===== src/rtl/conv_pkg.sv =====
// Shared widths and state encoding for the 32<->8 width converters.
package conv_pkg;

  localparam int CONV_IN_W  = 32;
  localparam int CONV_OUT_W = 8;
  localparam int RATIO      = CONV_IN_W / CONV_OUT_W;
  localparam int CNT_W      = $clog2(RATIO);

  typedef enum logic {
    IDLE = 1'b0,
    SEND = 1'b1
  } conv_state_t;

endpackage


===== src/rtl/conv_32_8.sv =====
// Word-to-byte serialiser: first byte one cycle after accept, RATIO bytes per word.
// A stalled sink freezes salida/last_out/cnt; a new word is taken on the final byte's edge.
module conv_32_8
  import conv_pkg::*;
#(
  parameter int IN_W      = CONV_IN_W,
  parameter int OUT_W     = CONV_OUT_W,
  parameter bit MSB_FIRST = 1'b1
) (
  input  logic             clk,
  input  logic             reset_L,
  input  logic             valid_in,
  input  logic [IN_W-1:0]  entrada,
  output logic             in_ready,
  output logic             valid_out,
  output logic [OUT_W-1:0] salida,
  output logic             last_out,
  input  logic             out_ready
);

  localparam int WR       = IN_W / OUT_W;
  localparam int WC       = (WR > 1) ? $clog2(WR) : 1;
  localparam int SH_W     = IN_W - OUT_W;
  localparam logic [WC-1:0] CNT_LAST = WC'(WR - 1);

  conv_state_t      state;
  logic [WC-1:0]    cnt;
  logic [WC-1:0]    cnt_nxt;
  logic [SH_W-1:0]  shreg;
  logic [OUT_W-1:0] first_byte;
  logic [OUT_W-1:0] next_byte;
  logic [SH_W-1:0]  load_sh;
  logic [SH_W-1:0]  shifted_sh;
  logic             accept;
  logic             advance;

  assign in_ready = reset_L & ((state == IDLE) | ((cnt == CNT_LAST) & out_ready));
  assign accept   = valid_in & in_ready;
  assign advance  = valid_out & out_ready;
  assign cnt_nxt  = cnt + 1'b1;

  // The shift register always presents the next outgoing byte at its head.
  always_comb begin
    first_byte = '0;
    next_byte  = '0;
    load_sh    = '0;
    shifted_sh = '0;
    if (MSB_FIRST) begin
      first_byte = entrada[IN_W-1 -: OUT_W];
      load_sh    = entrada[SH_W-1:0];
      next_byte  = shreg[SH_W-1 -: OUT_W];
      shifted_sh = shreg << OUT_W;
    end else begin
      first_byte = entrada[OUT_W-1:0];
      load_sh    = entrada[IN_W-1:OUT_W];
      next_byte  = shreg[OUT_W-1:0];
      shifted_sh = shreg >> OUT_W;
    end
  end

  always_ff @(posedge clk or negedge reset_L) begin
    if (!reset_L) begin
      state     <= IDLE;
      cnt       <= '0;
      shreg     <= '0;
      salida    <= '0;
      valid_out <= 1'b0;
      last_out  <= 1'b0;
    end else if (accept) begin
      state     <= SEND;
      cnt       <= '0;
      shreg     <= load_sh;
      salida    <= first_byte;
      valid_out <= 1'b1;
      last_out  <= (CNT_LAST == '0);
    end else if (advance) begin
      if (cnt != CNT_LAST) begin
        cnt      <= cnt_nxt;
        shreg    <= shifted_sh;
        salida   <= next_byte;
        last_out <= (cnt_nxt == CNT_LAST);
      end else begin
        // salida keeps its stale byte; it is don't-care while valid_out is low.
        state     <= IDLE;
        valid_out <= 1'b0;
        last_out  <= 1'b0;
      end
    end
  end

endmodule


===== config.mk =====
export PLATFORM = sky130hd
export DESIGN_NAME = conv_32_8
export DESIGN_NICKNAME = d
export VERILOG_FILES = /design/src/rtl/conv_pkg.sv /design/src/rtl/conv_32_8.sv
export SDC_FILE = /design/constraint.sdc
export NUM_CORES = 1
export LEC_CHECK = 0
export CORE_MARGIN = 5
export CORE_UTILIZATION = 50
export CTS_BUF_LIST = sky130_fd_sc_hd__clkbuf_4 sky130_fd_sc_hd__clkbuf_8
export DETAILED_ROUTE_END_ITERATION = 12
export PLACE_DENSITY = 0.92
export SYNTH_ARGS = -nofsm -noshare
export SYNTH_HDL_FRONTEND = slang
export SYNTH_SLANG_ARGS = --single-unit

===== constraint.sdc =====
create_clock -name clk -period 4.7 [get_ports clk]
set_input_delay 1.175 -clock clk [delete_from_list [all_inputs] [get_ports clk]]
set_output_delay 1.175 -clock clk [all_outputs]
set_load 0.01 [all_outputs]

### After elaboration in Yosys (flattened, before gate mapping)

Cells that the tools add are included.

| storage, ports and cells | value |
|---|---|
| bits in registers | 36 |
| logic and storage cells | 35 |
| output and inout port bits | 11 |

| operators by class | value |
|---|---|
| equality and inequality tests | 4 |
| bitwise operators | 6 |
| add/sub/neg operators | 1 |
| reductions and logical operators | 4 |
| multiplexer cells | 15 |

Operators with widths:

| cell | count |
|---|---|
| 2-to-1 mux 24 bit | 3 |
| 2-to-1 mux 8 bit | 3 |
| 2-to-1 mux 1 bit | 6 |
| 2-to-1 mux 2 bit | 3 |
| bitwise AND 1 bit | 4 |
| equality test 2 bit, second input constant | 2 |
| inequality test 2 bit, second input constant | 2 |
| AND reduction 2 bit | 2 |
| nonzero test 2 bit | 2 |
| adder 2 x 1 -> 2 bit, second input constant | 1 |
| inverter 1 bit | 1 |
| bitwise OR 1 bit | 1 |

### Logic depth before layout (Yosys ltp)

| logic depth | value |
|---|---|
| word-level depth | 7 |
| gate-level depth with buffers | 7 |

### Least setup slack after synthesis

No wires, ideal clock.

| path | value |
|---|---|
| kind | input-to-output |
| start point | input port out_ready |
| end point | output port in_ready |
| arrival | 1854 ps |
| data required time | 3525 ps |
| buffers on the path | 2 |
| slack | 1671 ps |
| stages on the path | 4 |
| cells stage by stage | a21bo_1 buf_6 clkbuf_1 and2_1 |

| between the ends | value |
|---|---|
| cells in the longest elaborated chain, start to end | 3 |

RTL lines:

| what | RTL line | text |
|---|---|---|
| start: declaration | conv_32_8.sv:18 | `input logic out_ready` |
| bitwise AND 1 bit | conv_32_8.sv:37 | `assign in_ready = reset_L & ((state == IDLE) \| ((cnt == CNT_LAST) & out_ready));` |
| bitwise OR 1 bit | conv_32_8.sv:37 |  |
| bitwise AND 1 bit | conv_32_8.sv:37 |  |
| end: declaration | conv_32_8.sv:14 | `output logic in_ready,` |

Every way passes these cells.

### Worst setup path in the final report

Same ends and word-level chain as after synthesis.

==> key figures <==
Synth
  – Flops & latches, synth: 36
  – Synth Warn #: 0
  – Synth area leaders: dfrtp_1 (49%), mux2_2 (12%), o21ai_2 (8.1%)
  – Syn Area/Cell: 11.9 µm²
  – Post-synth top area share: 48.8%
  – Synthesized cell area: 0.00184 mm²
  – Seq/Total Area, Yosys: 48.8%
  – Yosys top cell by area: dfrtp_1
  – Syn Inst Count: 155
  – Synth Net Count: 193
  – Post-synth cell types: 23

Clocking
  – CTS Hold Bufs: 0
  – Clock buffer depth: 2
  – Htree depth: 2
  – Cts bufs inserted: 5
  – Clock transition at path regs: 0.07 ns
  – Sink Count: 36
  – # resized after CTS: 0
  – CTS tree: built
  – Setup Fix Bufs, Post-CTS: 0
  – Clk_lat worst skew: 0.28 ns
  – Clock root buffer: clkbuf_8

Worst hold path
  – Hold WC Path Type: reg -> reg
  – Worst hold stages: 2

Status
  – Outcome: complete, no violations

STA
  – Minimum clock period: 3.72 ns
  – Final setup vio count: 0
  – Fin Clk Skew: 0.00318 ns
  – Final hold viol count: 0
  – Rel. slew slack: 56.8%
  – Least-Margin Pin Slew: 0.648 ns
  – RSZ-0062 raised after global routing: false
  – TNS Setup: 0 ns
  – Max Transition Viols Final: 0
  – Max Freq: 268 MHz
  – Fin crit share: 79.2%

Floorplanning
  – Die X: 70.7 µm
  – Die H: 70.7 µm
  – Die area: 0.00500 mm²
  – Row cnt: 22
  – I/O pin count: 47
  – Starting Density: 51.1%
  – Core region area: 0.00361 mm²

Global route
  – Antenna violations before repair: 0
  – Largest net degree at the start of global routing: 61
  – First-pass GRT wire length: 6490 µm
  – Vias in the first global route: 1378
  – Remaining Overflow, GRT: 0
  – GRT Total Usage: 16.0%

Placed design
  – Inst Count DP: 237
  – Post-DP HPWL: 2550 µm
  – GP Congestion: 0.708
  – PortBufs: 46

Route
  – Drt pass-1 iters: 5
  – Residual DRC: 0
  – Routed length per instance: 15.4 µm
  – Post-Route WL: 3760 µm
  – Starting DRC count in detailed routing: 95
  – Vias per cell: 5.55
  – Antenna Violating Nets Remaining: 0
  – Vias: 1355

Final layout
  – Final cell count without fillers: 244
  – # diodes: 0
  – # nets final: 234
  – Share of cells above drive strength 1: 27.0%
  – Area growth syn-to-layout: 29.0%

Power
  – Clock share of power: 18.3%
  – Net switching power: 0.416 mW
  – Sw frac: 32.6%
  – Logic pwr share: 42.3%
  – Power per cell area: 535 mW/mm²
  – Int Power: 0.858 mW
  – Peak VDD IR: 0.281 mV
  – Power, Total: 1.27 mW
  – Part of the power in registers: 39.5%
  – Lkg Pwr: 1.07 nW

Worst setup path
  – Critical Path Sink Type: output port
  – Worst r2r path cells: 5
  – Crit path required time: 3.52 ns
  – Worst Setup Path Type: in -> out
  – Maximum fanout along the worst path: 4
  – CP arrival: 2.55 ns
  – CP startpoint kind: input pin

Run
  – MaxCap Viol Count: 0
[layout by cell type (no fill, tap or decap)]
cell,instances
a21bo_1,1
a21oi_2,2
and2_1,1
and3_4,1
buf_2,1
buf_4,3
clkbuf_8,7
clkdlybuf4s50_1,45
dfrtp_1,36
ha_1,2
inv_1,1
mux2_2,20
mux2i_1,14
nand2_1,12
nand3_1,2
nand3b_4,1
nand4_1,22
nor2_1,1
o21ai_0,5
o21ai_2,17
or2_2,1
xnor2_1,1
[synth_stat cells (all sizes together)]
cell,n
nand2,12
a21bo,1
buf,8
or2,1
o21ai,22
a21oi,2
and2,1
xnor2,1
clkbuf,7
dfrtp,36
nand3b,1
nand4,22
ha,2
nor2,1
mux2,20
nand3,2
mux2i,14
and3,1
inv,1
[flip-flops by register name, indices dropped and copies added, names as in the netlist]
register  count
cnt           2
last_out      1
salida        8
shreg        24
state         1
[critical path, stage by stage]
cell and delay, ns:
clkdlybuf4s50_1 0.57, a21bo_1 0.15, and2_1 0.12, clkdlybuf4s50_1 0.53
[path summary, 6_finish.rpt]
check,slack (ns),start,endpoint
max,0.98,out_ready,in_ready
min in group asynchronous,1.05,reset_L,salida[3]
min reg2reg,0.53,shreg[7],shreg[7]
max in group asynchronous,3.23,reset_L,shreg[21]
min,0.53,shreg[7],shreg[7]
max reg2reg,2.65,cnt[1],shreg[18]
[through the flow]
| step | hold WS [ns] | instance area, µm² | utilization, % | setup WS (ns) |
|---|---|---|---|---|
| after floorplan | 0.496 | 1840 | - | 1.67 |
| after global placement | 0.512 | 2280 | 63.3 | 0.959 |
| after detailed placement | 0.521 | 2280 | 63.3 | 0.962 |
| after CTS | 0.530 | 2380 | 66.0 | 0.962 |
| after global routing | 0.554 | 2380 | 66.0 | 0.913 |
| final | 0.528 | 2380 | 66.0 | 0.976 |
[final cells by class]
class / instances / area (µm²)
clock buffer: 7 / 96.3
sequential: 36 / 901
multi-input combinational: 103 / 841
tap: 48 / 60.1
fill: 287 / 1230
timing repair buffer: 49 / 478
inverter: 1 / 3.75
[kinds of logic (layout without fill, tap and decap cells)]
kind of cell | Yosys count | in the layout | synth area share [%]
flops | 36 | 36 | 48.8
compound gates | 25 | 25 | 10.9
fa+ha+maj | 2 | 2 | 1.36
mux | 34 | 34 | 19.8
simple gates | 41 | 41 | 13.0
buf+inv | 16 | 57 | 5.56
xor+xnor | 1 | 1 | 0.475
[power groups by stage]
| stage | Sequential, mW | Combinational (mW) | Clock, mW |
|---|---|---|---|
| 2_1_floorplan | 0.512 | 0.375 | 0 |
| 3_3_place_gp | 0.505 | 0.526 | 0 |
| 3_5_place_dp | 0.510 | 0.544 | 0 |
| 4_1_cts | 0.505 | 0.545 | 0.239 |
| 5_1_grt | 0.520 | 0.589 | 0.250 |
| 6_report | 0.503 | 0.538 | 0.233 |
[layer usage]
layer  GRT usage, %  part of all wire, %  up-vias
met1           21.1                   45      664
met4           5.22                  1.0        0
met5              0                    0        -
li1               -                    -      646
met3           4.55                  6.0        5
met2           25.4                   48       40
Power figures use the tool's default switching activity.
